### src/rtl/multicycle_ctrl.sv
// Multi-cycle RV32 control sequencer: one datapath phase per cycle, ready
// handshake on data memory, sticky fault on illegal encodings or timeouts.
module multicycle_ctrl #(
  parameter int unsigned ALU_CC_W = 4,
  parameter int unsigned TIMEOUT  = 15,
  parameter int unsigned CNT_W    = 16
) (
  input  logic                clk,
  input  logic                reset,
  input  logic                run,
  input  logic [6:0]          opcode,
  input  logic [6:0]          funct7,
  input  logic [2:0]          funct3,
  input  logic                mem_ready,
  output logic                pc_write,
  output logic                ir_write,
  output logic                reg_write,
  output logic                mem2reg,
  output logic                alu_src,
  output logic                mem_read,
  output logic                mem_write,
  output logic [ALU_CC_W-1:0] alu_cc,
  output logic                busy,
  output logic                fault,
  output logic [1:0]          fault_code,
  output logic [CNT_W-1:0]    retired
);

  localparam int unsigned WAIT_W = 8;
  localparam logic [WAIT_W-1:0] WAIT_LAST = WAIT_W'(TIMEOUT - 1);

  localparam logic [6:0] OP_R    = 7'b0110011;
  localparam logic [6:0] OP_I    = 7'b0010011;
  localparam logic [6:0] OP_LW   = 7'b0000011;
  localparam logic [6:0] OP_SW   = 7'b0100011;
  localparam logic [6:0] F7_BASE = 7'b0000000;
  localparam logic [6:0] F7_ALT  = 7'b0100000;

  localparam logic [ALU_CC_W-1:0] CC_AND  = ALU_CC_W'(0);
  localparam logic [ALU_CC_W-1:0] CC_OR   = ALU_CC_W'(1);
  localparam logic [ALU_CC_W-1:0] CC_ADD  = ALU_CC_W'(2);
  localparam logic [ALU_CC_W-1:0] CC_XOR  = ALU_CC_W'(3);
  localparam logic [ALU_CC_W-1:0] CC_SLL  = ALU_CC_W'(4);
  localparam logic [ALU_CC_W-1:0] CC_SRL  = ALU_CC_W'(5);
  localparam logic [ALU_CC_W-1:0] CC_SUB  = ALU_CC_W'(6);
  localparam logic [ALU_CC_W-1:0] CC_SLT  = ALU_CC_W'(7);
  localparam logic [ALU_CC_W-1:0] CC_SRA  = ALU_CC_W'(8);
  localparam logic [ALU_CC_W-1:0] CC_SLTU = ALU_CC_W'(9);

  typedef enum logic [2:0] {
    S_IDLE, S_FETCH, S_DECODE, S_EXEC, S_MEM, S_WB, S_FAULT
  } state_e;

  typedef enum logic [1:0] {C_R, C_I, C_LW, C_SW} cls_e;

  state_e              state_q, state_d;
  logic [6:0]          op_q, op_d, f7_q, f7_d;
  logic [2:0]          f3_q, f3_d;
  logic [WAIT_W-1:0]   wait_q, wait_d;
  logic [CNT_W-1:0]    retired_q, retired_d;
  logic                fault_q, fault_d;
  logic [1:0]          fault_code_q, fault_code_d;

  logic                pc_write_q, pc_write_d, ir_write_q, ir_write_d;
  logic                reg_write_q, reg_write_d, mem2reg_q, mem2reg_d;
  logic                alu_src_q, alu_src_d, mem_read_q, mem_read_d;
  logic                mem_write_q, mem_write_d, busy_q, busy_d;
  logic [ALU_CC_W-1:0] alu_cc_q, alu_cc_d;

  logic                legal_c;
  logic                alt_c;
  cls_e                cls_c;
  logic [ALU_CC_W-1:0] cc_c;

  // Instruction fields are captured on the DECODE exit edge and held afterwards.
  always_comb begin
    op_d = op_q;
    f3_d = f3_q;
    f7_d = f7_q;
    if (state_q == S_DECODE) begin
      op_d = opcode;
      f3_d = funct3;
      f7_d = funct7;
    end
  end

  assign alt_c = (f7_d == F7_ALT);

  // Decode of the (live-in-DECODE, held-otherwise) fields: legality, class, ALU code.
  always_comb begin
    legal_c = 1'b0;
    cls_c   = C_R;
    cc_c    = CC_ADD;
    case (f3_d)
      3'b000:  cc_c = (alt_c && (op_d == OP_R)) ? CC_SUB : CC_ADD;
      3'b001:  cc_c = CC_SLL;
      3'b010:  cc_c = CC_SLT;
      3'b011:  cc_c = CC_SLTU;
      3'b100:  cc_c = CC_XOR;
      3'b101:  cc_c = alt_c ? CC_SRA : CC_SRL;
      3'b110:  cc_c = CC_OR;
      default: cc_c = CC_AND;
    endcase
    case (op_d)
      OP_R: begin
        cls_c   = C_R;
        legal_c = (f7_d == F7_BASE) || (alt_c && ((f3_d == 3'b000) || (f3_d == 3'b101)));
      end
      OP_I: begin
        cls_c = C_I;
        if (f3_d == 3'b001)      legal_c = (f7_d == F7_BASE);
        else if (f3_d == 3'b101) legal_c = (f7_d == F7_BASE) || alt_c;
        else                     legal_c = 1'b1;
      end
      OP_LW: begin
        cls_c   = C_LW;
        cc_c    = CC_ADD;
        legal_c = (f3_d == 3'b010);
      end
      OP_SW: begin
        cls_c   = C_SW;
        cc_c    = CC_ADD;
        legal_c = (f3_d == 3'b010);
      end
      default: legal_c = 1'b0;
    endcase
  end

  // Next-state, wait counter, retire counter and sticky fault.
  always_comb begin
    state_d      = state_q;
    wait_d       = wait_q;
    retired_d    = retired_q;
    fault_d      = fault_q;
    fault_code_d = fault_code_q;
    case (state_q)
      S_IDLE:   if (run) state_d = S_FETCH;
      S_FETCH:  state_d = S_DECODE;
      S_DECODE: begin
        if (legal_c) begin
          state_d = S_EXEC;
        end else begin
          state_d      = S_FAULT;
          fault_d      = 1'b1;
          fault_code_d = 2'b01;
        end
      end
      S_EXEC:   state_d = ((cls_c == C_LW) || (cls_c == C_SW)) ? S_MEM : S_WB;
      S_MEM: begin
        if (mem_ready) begin
          wait_d = '0;
          if (cls_c == C_LW) begin
            state_d = S_WB;
          end else begin
            retired_d = retired_q + CNT_W'(1);
            state_d   = run ? S_FETCH : S_IDLE;
          end
        end else if (wait_q == WAIT_LAST) begin
          wait_d       = '0;
          state_d      = S_FAULT;
          fault_d      = 1'b1;
          fault_code_d = 2'b10;
        end else begin
          wait_d = wait_q + WAIT_W'(1);
        end
      end
      S_WB: begin
        retired_d = retired_q + CNT_W'(1);
        state_d   = run ? S_FETCH : S_IDLE;
      end
      S_FAULT:  state_d = S_FAULT;
      default:  state_d = S_IDLE;
    endcase
  end

  // Control outputs decoded from the next state so the registered copies track the state.
  always_comb begin
    pc_write_d  = (state_d == S_FETCH);
    ir_write_d  = (state_d == S_FETCH);
    reg_write_d = (state_d == S_WB);
    mem2reg_d   = (state_d == S_WB) && (cls_c == C_LW);
    mem_read_d  = (state_d == S_MEM) && (cls_c == C_LW);
    mem_write_d = (state_d == S_MEM) && (cls_c == C_SW);
    busy_d      = (state_d != S_IDLE) && (state_d != S_FAULT);
    alu_src_d   = 1'b0;
    alu_cc_d    = '0;
    if ((state_d == S_EXEC) || (state_d == S_MEM) || (state_d == S_WB)) begin
      alu_src_d = (cls_c != C_R);
      alu_cc_d  = cc_c;
    end
  end

  // State, datapath-field and output registers.
  always_ff @(posedge clk or negedge reset) begin
    if (!reset) begin
      state_q      <= S_IDLE;
      op_q         <= '0;
      f3_q         <= '0;
      f7_q         <= '0;
      wait_q       <= '0;
      retired_q    <= '0;
      fault_q      <= 1'b0;
      fault_code_q <= 2'b00;
      pc_write_q   <= 1'b0;
      ir_write_q   <= 1'b0;
      reg_write_q  <= 1'b0;
      mem2reg_q    <= 1'b0;
      alu_src_q    <= 1'b0;
      mem_read_q   <= 1'b0;
      mem_write_q  <= 1'b0;
      busy_q       <= 1'b0;
      alu_cc_q     <= '0;
    end else begin
      state_q      <= state_d;
      op_q         <= op_d;
      f3_q         <= f3_d;
      f7_q         <= f7_d;
      wait_q       <= wait_d;
      retired_q    <= retired_d;
      fault_q      <= fault_d;
      fault_code_q <= fault_code_d;
      pc_write_q   <= pc_write_d;
      ir_write_q   <= ir_write_d;
      reg_write_q  <= reg_write_d;
      mem2reg_q    <= mem2reg_d;
      alu_src_q    <= alu_src_d;
      mem_read_q   <= mem_read_d;
      mem_write_q  <= mem_write_d;
      busy_q       <= busy_d;
      alu_cc_q     <= alu_cc_d;
    end
  end

  assign pc_write   = pc_write_q;
  assign ir_write   = ir_write_q;
  assign reg_write  = reg_write_q;
  assign mem2reg    = mem2reg_q;
  assign alu_src    = alu_src_q;
  assign mem_read   = mem_read_q;
  assign mem_write  = mem_write_q;
  assign alu_cc     = alu_cc_q;
  assign busy       = busy_q;
  assign fault      = fault_q;
  assign fault_code = fault_code_q;
  assign retired    = retired_q;

endmodule

### config.mk
export PLATFORM = sky130hd
export DESIGN_NAME = multicycle_ctrl
export DESIGN_NICKNAME = d
export VERILOG_FILES = /design/src/rtl/multicycle_ctrl.sv
export SDC_FILE = /design/constraint.sdc
export NUM_CORES = 1
export LEC_CHECK = 0
export ABC_AREA = 1
export CORE_MARGIN = 4
export CORE_UTILIZATION = 54
export DETAILED_ROUTE_END_ITERATION = 7
export HOLD_SLACK_MARGIN = 0.02
export PLACE_DENSITY = 0.81
export SYNTH_ARGS = -nofsm -noshare
export SYNTH_HDL_FRONTEND = slang
export SYNTH_SLANG_ARGS = --single-unit
export TNS_END_PERCENT = 30
### constraint.sdc
create_clock -name clk -period 2.9 [get_ports clk]
set_clock_uncertainty 0.2 [all_clocks]
set_input_delay 0.435 -clock clk [delete_from_list [all_inputs] [get_ports clk]]
set_output_delay 0.435 -clock clk [all_outputs]
set_load 0.005 [all_outputs]
==> results of run 1 <==
metrics by stage:
step           power (µW)  hold slack [ps]  utilization, %
2_1_floorplan        2420            -60.6               -
3_3_place_gp         2850              255            67.2
6_report             3560              277            70.5
3_5_place_dp         2920              258            67.2
4_1_cts              3560              282            70.2
5_1_grt              3870              302            70.5
metal layers:
metal / track usage [%] / share of wire, % / up-vias
met2: 34.9 / 48 / 84
met4: 7.34 / 1.5 / 0
met5: 0 / 0 / -
met3: 3.63 / 4.9 / 13
met1: 27.7 / 45 / 1253
li1: - / - / 1389
cells in the final DEF (no fill, tap or decap), types with 2 or more instances in the layout:
cell / count
nand2_1: 120
dfrtp_1: 58
inv_1: 54
clkdlybuf4s50_1: 50
nor2_1: 40
nand3_1: 24
nand2_2: 12
o21ai_0: 12
clkbuf_8: 11
nor2_2: 10
xnor2_1: 10
xor2_1: 8
inv_2: 7
o22ai_1: 6
buf_4: 6
nand4_1: 5
a21oi_1: 5
o21ai_2: 4
nor3_1: 4
nand3_2: 3
ha_1: 3
nand3_4: 2
o21ai_1: 2
nor2_4: 2
nand2_4: 2
clkbuf_1: 2
cell type report:
class | instances | share of cell area [%]
multi-input combinational | 282 | 36.8
tap | 72 | 2.28
sequential | 58 | 36.7
inverter | 62 | 5.95
timing repair buffer | 58 | 14.2
clock buffer | 13 | 4.02
power by group through the flow:
stage	logic (µW)	clock network, µW	registers (µW)
4_1_cts	1650	640	1270
3_3_place_gp	1580	0	1270
6_report	1660	625	1270
5_1_grt	1880	676	1310
2_1_floorplan	1170	0	1250
3_5_place_dp	1640	0	1280
worst paths after layout:
path,from,end,slack [ps],cells after the start
min in group asynchronous,reset,retired[5],430,3
worst min-delay path,fault,fault,280,2
worst min register to register,fault,fault,280,2
max in group asynchronous,reset,f3_q[0],1690,3
worst max register to register,state_q[0],fault_code[1],300,15
worst max-delay path,state_q[0],fault_code[1],300,15
repair_timing:
action	4_1_cts	5_1_grt
gates resized for setup	0	2
endpoints found under the setup margin	0	12
hold endpoints to repair	58	0
hold buffers	1	0
flip-flops by register name, indices dropped and copies added, names as in the netlist, 2 cells and up:
| signal | flops |
|---|---|
| alu_cc | 4 |
| retired | 16 |
| state_q | 3 |
| op_q | 7 |
| f7_q | 7 |
| f3_q | 3 |
| wait_q | 8 |
| fault_code | 2 |
kinds of logic after synthesis:
logic type,count (synthesis)
flip-flops,58
buffers and inverters,68
XOR/XNOR,18
AO/OA/AOI/OAI,34
AND/OR/NAND/NOR,226
adder cells (fa/ha/maj),3
worst max-delay path, stage by stage (launching register included):
cell     delay [ps]
dfrtp_1         450
inv_2           160
nand2_1          80
nor2_2          280
buf_4           230
nand2_1          60
nand2_1         110
nor2_1           70
nand3_2          80
nand3_1          70
nand2_1         120
nand3_1         100
nand2_1         110
nand3_1         160
nand2_1         100
o21ai_0          80
==> flow_summary.ini, run 1 <==
[sta]
period_needed_ps = 2600
fin_crit_sh_pct = 89.7
worst_slew_pin_slew_ps = 446
finalHoldViolCount = 0
worst_slack_ps = 300
slew_violations = 0
setup_viol = 0
max_clock_freq_mhz = 385
slew_headroom_pct = 70.3
tns_ps = 0
rsz0062_at_grt = no

[drt]
wire_per_inst_um = 13.1
drtAntennaViolNets = 0
drc = 0
num_vias = 2739
via_per_inst = 5.03
routed_wl_um = 7120
first_pass_iters = 4
first_iter_violations = 146

[power]
p_comb_share_pct = 46.6
pwr-share-clk_pct = 17.6
p_int_uw = 2080
vdd_drop_max_mv = 0.502
p_leak_uw = 0.00192
switching_power_uw = 1480
powerDensity_mw_per_mm2 = 900
netSwitchingFraction_pct = 41.6
seqPwrFrac_pct = 35.8

[min_path]
hold_class = register to register

[synthesis]
synth_seq_cells = 58
syn_nets = 431
synthSimpleGateAreaFrac_pct = 32.9
synthDistinctLibCells = 36
syn_area_mm2 = 0.00318
synth-async-reset-ratio_pct = 100
ys_warn_count = 0
synth-xor-area-share_pct = 4.95
synth_top_cell_area_share_pct = 45.6
synth_top_family_by_area = simple AND/OR/NAND/NOR gates
synth_cells = 407
synth.area.top_cells = dfrtp_1 46%, nand2_1 14%, inv_1 6.4%, nor2_1 4.7%, nand3_1 3.8%
synth_edf_count = 0
syn_area_per_cell_um2 = 7.82
synth_ff_type = dfrtp_1
synth.mux.area_fraction_pct = 0
yosysMostFrequentCell = nand2_1
yosys-top-cells-count = 120 x nand2_1, 58 x dfrtp_1, 54 x inv_1
synth_compound_area_share_pct = 6.21
synthAdderAreaFrac_pct = 1.18
ys_seq_area_share_pct = 45.6
yosysTopAreaCell = dfrtp_1

[grt]
grt_overflow = 0
grt_max_degree = 35
grtUsageTotal_pct = 21.0
grt_pass1_wl_um = 12200
antenna_found_initial = 0
grt_pass1_vias = 2657

[layout]
final_area_mm2 = 0.00395
register_area_mm2 = 0.00145
drive_above_1_share_pct = 13.3
nets = 495
syn_to_final_growth_pct = 24.2
n_antenna_cell = 0
fillerInstances = 464
final_cells = 545
multi_input_area_mm2 = 0.00146

[run_status]
outcome = finished clean

[die]
rows = 27
core_mm2 = 0.00561
dieWidth_um = 84.8
die_h_um = 84.8
dieArea_mm2 = 0.00719
pin_count = 52
start_util_pct = 56.8

[clock_network]
cts_setup_buffers = 0
cts_made_buffers = 9
cts_root_buffer = clkbuf_8
cts_tree = done
cts_max_path_buffers = 2
clk_pin_slew_ps = 60
cts_max_level = 3
clk_latency_ps = 330
cts_num_sinks = 58

[critical_path]
critPathArrivalTime_ps = 2600
critPathKind = register to register
crit_path_start_kind = register
path_max_fanout = 8
crit_path_end_kind = register
cp.required_ps = 2900

[placed_design]
dp_cells = 530
pre_cts_ws_ps = 263
numPortBuffers = 51
hpwl_um = 5370
placed_area_mm2 = 0.00377
gp_congestion = 0.864

[flow_run]
maxCapViolations = 0
Power figures use the tool's default switching activity.
==> inputs of run 2 (changes only) <==
Settings changed: PLACE_DENSITY 0.81 to 0.88.
==> run 2 against run 1 <==
Effect of this change:
- power is 2.4% higher
- combinational power hardly changed
- flip-flop and latch count stayed put
- cell count is 0.18% lower
- wire length is 2.2% lower
- clock-buffer cell count is 1 lower
- sequential power hardly changed
- die area stayed put
==> flow_summary.ini, run 2 (same netlist as run 1, synthesis figures left out) <==
[drt]
routed_wl_um = 6960
num_vias = 2787
first_pass_iters = 6
first_iter_violations = 176
via_per_inst = 5.12
wire_per_inst_um = 12.8
drc = 0
drtAntennaViolNets = 0

[placed_design]
numPortBuffers = 51
gp_congestion = 0.858
hpwl_um = 5170
dp_cells = 528

[clock_network]
cts_max_path_buffers = 2
cts_max_level = 3
clk_pin_slew_ps = 60
cts_root_buffer = clkbuf_8
clk_latency_ps = 340
cts_num_sinks = 58
cts_made_buffers = 9
cts_tree = done

[critical_path]
critPathBufInv = 2
crit_path_top_delay_cell = dfrtp_1
path_max_fanout = 16
critPathKind = register to register
ff2ff_setup_slack_ps = 220
crit_path_end_kind = register
cp.required_ps = 2930
crit_cells = 13
crit_family = simple AND/OR/NAND/NOR gates
rr_worst_depth = 13
crit_path_start_kind = register
cpPeakStageDelay_ps = 450
reg2reg_from = state_q[2]
crit_path_cell_trace = inv_4, nand3_4, o21ai_1, nand2_1, nor2_2, nand2_2, nor2_4, o21ai_2, nand2_2, inv_4, nand2_2, nor2_1, xor2_1
critPathArrivalTime_ps = 2710
crit_path_frequent_cell = nand2_2
timing.rr.end = retired[5]

[min_path]
holdPathEnd = fault
hold_depth = 2
hold_class = register to register
min-delay-start = fault

[layout]
layout_common_cells = 120 x nand2_1, 58 x dfrtp_1, 54 x inv_1
syn_to_final_growth_pct = 24.7
mostFrequentLayoutCell = nand2_1
fillerInstances = 453
final_cells = 544
fin_util_pct = 70.8
drive_above_1_share_pct = 12.9
n_antenna_cell = 0
nets = 492
largest_register_ffs = 16

[grt]
grt_max_degree = 33
grt_overflow = 0
grtUsageTotal_pct = 21.1
grt_pass1_vias = 2723
antenna_found_initial = 0
grt_pass1_wl_um = 12100

[die]
start_util_pct = 56.8
rows = 27
core_mm2 = 0.00561
dieArea_mm2 = 0.00719
pin_count = 52
die_h_um = 84.8
dieWidth_um = 84.8

[sta]
tns_ps = 0
fin_crit_sh_pct = 92.4
finalHoldViolCount = 0
setup_viol = 0
rsz0062_at_grt = no
period_needed_ps = 2680
slew_violations = 0
worst_slew_pin_slew_ps = 648
slew_headroom_pct = 56.8
max_clock_freq_mhz = 373

[power]
powerDensity_mw_per_mm2 = 918
power.total_uw = 3640
p_leak_uw = 0.00193
vdd_drop_max_mv = 0.536

[run_status]
outcome = finished clean

[flow_run]
maxCapViolations = 0
## run 2: layout make-up
| class | instances | area (µm²) | area share, % |
|---|---|---|---|
| Timing Repair Buffer | 56 | 558 | 14.1 |
| Clock inverter | 3 | 40.0 | 1.01 |
| Clock buffer | 12 | 145 | 3.66 |
| Multi-Input combinational cell | 281 | 1450 | 36.5 |
| Tap cell | 72 | 90.1 | 2.27 |
| Sequential cell | 58 | 1450 | 36.6 |
| Inverter | 62 | 238 | 5.99 |
## run 2: what timing repair did
action / CTS / global route
hold endpoints to repair: 26 / 0
hold buffers: 1 / 0
endpoints found under the setup margin: 0 / 3
resized for setup: 0 / 3
buffers inserted: 0 / 0
## run 2: worst reg2reg max path, cell delays in order (launching register included)
cell     delay (ps)
dfrtp_1         450
inv_4           180
nand3_4         200
o21ai_1         300
nand2_1         100
nor2_2          150
nand2_2         140
nor2_4          150
o21ai_2          80
nand2_2         240
inv_4           110
nand2_2          90
nor2_1           50
xor2_1          130
## run 2: per-stage QoR
| step | hold WS, ps | instance area (µm²) | worst slack, ps |
|---|---|---|---|
| final | 281 | 3970 | 219 |
| after global routing | 322 | 3970 | 33.6 |
| after CTS | 285 | 3960 | 199 |
| after detailed placement | 269 | 3760 | 258 |
| after global placement | 261 | 3760 | 346 |
| after floorplan | -60.6 | 3180 | 723 |
## run 2: where the power goes
group | switching, µW | internal (µW)
clock | 303 | 413
sequential | 188 | 1080
combinational | 1010 | 642
total | 1500 | 2140
## run 2: layer usage
layer	part of all wire [%]	global-route usage, %
met1	42	26.2
met2	48	35.1
met3	6.7	4.12
met4	3.1	10.6
met5	0	0
## run 2: worst max-delay path by stage
stage / from / endpoint
2_1_floorplan: state_q[0] / alu_src
3_3_place_gp: opcode[4] / retired[6]
3_5_place_dp: state_q[2] / retired[5]
4_1_cts: state_q[2] / retired[6]
5_1_grt: state_q[2] / fault_code[1]
6_report: state_q[2] / retired[5]
==> inputs of run 3 (changes only) <==
Settings changed: ABC_AREA 1 to default, CORE_UTILIZATION 54 to 52, GPL_TIMING_DRIVEN from default to 0, PLACE_DENSITY 0.88 to 0.86.
==> run 3 against run 2 <==
Effect of this change:
- hold slack better by 5.8 ps
- flip-flop and latch count stayed put
- die area shrank 6.2%
- global-route usage decreased by 0.32 points
- non-clock buffer count increased by 7
- sequential power is 6% lower
- combinational power shrank 34%
- critical path depth fell by 5
- core utilization decreased by 1.1 points
- via count is 14% lower
- clock-buffer cell count down 1
- clock power fell by 17%
- largest power group is now registers
- highest routed layer unchanged
==> flow_summary.ini, run 3 <==
[layout]
layout_common_cells = 70 x nand2_1, 58 x dfrtp_1, 50 x clkdlybuf4s50_1
n_antenna_cell = 0
fin_util_pct = 69.7
syn_to_final_growth_pct = 27.1
largest_register_ffs = 16
mostFrequentLayoutCell = nand2_1
drive_above_1_share_pct = 9.04
nets = 385

[clock_network]
clk_latency_ps = 330
cts_max_level = 3
cts_root_buffer = clkbuf_8
cts_made_buffers = 9
cts_tree = done
cts_num_sinks = 58
cts_setup_buffers = 0
clk_pin_slew_ps = 60
cts_resized = 0
cts_max_path_buffers = 2

[synthesis]
yosys-top-cells-count = 70 x nand2_1, 58 x dfrtp_1, 18 x o21ai_0
synth-async-reset-ratio_pct = 100
synth_ff_type = dfrtp_1
ys_warn_count = 0
syn_nets = 321
synthDistinctLibCells = 57
synth_edf_count = 0
ys_seq_area_share_pct = 50.9
synth_cells = 297
syn_area_mm2 = 0.00285
yosysMostFrequentCell = nand2_1
syn_area_per_cell_um2 = 9.61
synth_seq_cells = 58
yosysTopAreaCell = dfrtp_1
synth_top_cell_area_share_pct = 50.9
synth.area.top_cells = dfrtp_1 51%, nand2_1 9.2%, o21ai_0 3.2%, xnor2_1 3.1%, xor2_1 2.5%

[power]
p_comb_share_pct = 38.0
netSwitchingFraction_pct = 36.9
seqPwrFrac_pct = 41.4
p_leak_uw = 0.00158
switching_power_uw = 1070
power.total_uw = 2890
powerDensity_mw_per_mm2 = 797
vdd_drop_max_mv = 0.523
pwr-share-clk_pct = 20.6
p_int_uw = 1820

[grt]
grt_pass1_vias = 2314
grt_pass1_wl_um = 10600
antenna_found_initial = 0
grt_overflow = 0
grtUsageTotal_pct = 20.8
grt_max_degree = 34

[die]
core_mm2 = 0.00520
rows = 26
dieWidth_um = 82.1
die_h_um = 82.1
start_util_pct = 54.8
pin_count = 52
dieArea_mm2 = 0.00674

[sta]
max_clock_freq_mhz = 385
setup_viol = 0
worst_slew_pin_slew_ps = 652
slew_violations = 0
slew_headroom_pct = 55.4
fin_crit_sh_pct = 89.5
rsz0062_at_grt = no
worst_slack_ps = 304
finalHoldViolCount = 0
period_needed_ps = 2600

[critical_path]
crit_path_end_kind = register
crit_family = compound AO/OA/AOI/OAI gates
path_max_fanout = 10
crit_path_start_kind = register
critPathKind = register to register
crit_path_cell_trace = buf_6, nor3b_2, buf_2, nand3_1, a21boi_0, a31oi_1, o31a_1, nor3_1
cp.required_ps = 2940
critPathBufInv = 2
critPathArrivalTime_ps = 2630
crit_path_top_delay_cell = a21boi_0
cpPeakStageDelay_ps = 450

[placed_design]
pre_cts_ws_ps = -18.2
gp_congestion = 0.826
numPortBuffers = 51
hpwl_um = 4580

[drt]
first_iter_violations = 110
routed_wl_um = 6080
first_pass_iters = 4
drtAntennaViolNets = 0
num_vias = 2388
via_per_inst = 5.49
wire_per_inst_um = 14.0
drc = 0

[run_status]
outcome = finished clean

[min_path]
hold_class = register to register

[flow_run]
maxCapViolations = 0
==> run 3: cell types whose count changed in the layout (fill, tap and decap cells not counted), moves of 5 or more <==
cell / change
nor4_1: +5
nor2_2: -9
nor2_1: -24
nor2b_1: +5
nand2b_1: +6
nand2_2: -12
nand2_1: -50
nand3_1: -14
inv_2: -6
o21ai_0: +6
inv_1: -47
==> run 3: tightest hold or removal path, cell delays in order (launching register included) <==
cell	delay, ps
dfrtp_1	340
nand2_1	50
nand2_1	60
==> run 3: per-stage QoR <==
stage	std cells	hold slack [ps]	TNS, ps	area (µm²)
after global routing	435	310	0	3630
final	435	287	0	3630
after floorplan	297	-60.6	0	2850
after detailed placement	419	267	-18.2	3470
after global placement	418	251	-28210	3450
after CTS	435	289	0	3630
==> run 3: area by class of cell <==
cell class	count	area, µm²
Fill cell	416	1580
Sequential cell	58	1450
Multi-Input combinational cell	222	1320
Timing Repair Buffer	53	536
Clock buffer	11	131
Tap cell	70	87.6
Buffer	10	56.3
Inverter	7	26.3
Clock inverter	4	20.0
==> run 3: cells by family after synthesis <==
family,synth area share [%]
AO/OA/AOI/OAI,11.3
buffers and inverters,2.89
XOR/XNOR,5.52
multiplexers,0.745
adder cells (fa/ha/maj),1.32
AND/OR/NAND/NOR,27.4
flip-flops,50.9
==> run 3: power by group through the flow <==
stage	registers [µW]	clock network (µW)	logic (µW)
3_5_place_dp	1200	0	1100
6_report	1200	594	1100
5_1_grt	1220	650	1240
3_3_place_gp	1190	0	1050
4_1_cts	1190	600	1100
2_1_floorplan	1170	0	739
==> run 3: worst paths after layout <==
check / from / end / slack (ps) / cells past startpoint
max: state_q[0] / alu_cc[2] / 300 / 8
min: f7_q[6] / f7_q[6] / 290 / 2
max reg2reg: state_q[0] / alu_cc[2] / 300 / 8
min reg2reg: f7_q[6] / f7_q[6] / 290 / 2
max in group asynchronous: reset / op_q[1] / 1490 / 3
min in group asynchronous: reset / retired[9] / 440 / 2
==> run 3: routing by layer <==
metal  routed length, µm  global-route usage (%)
met1                2910                    28.1
met4                 125                    10.1
met2                2720                    32.1
met5                   0                       0
met3                 324                    3.95
==> run 3: repair_timing <==
action | 4_1_cts | 5_1_grt
hold endpoints to repair | 25 | 0
endpoints found under the setup margin | 0 | 0
hold buffers | 1 | 0
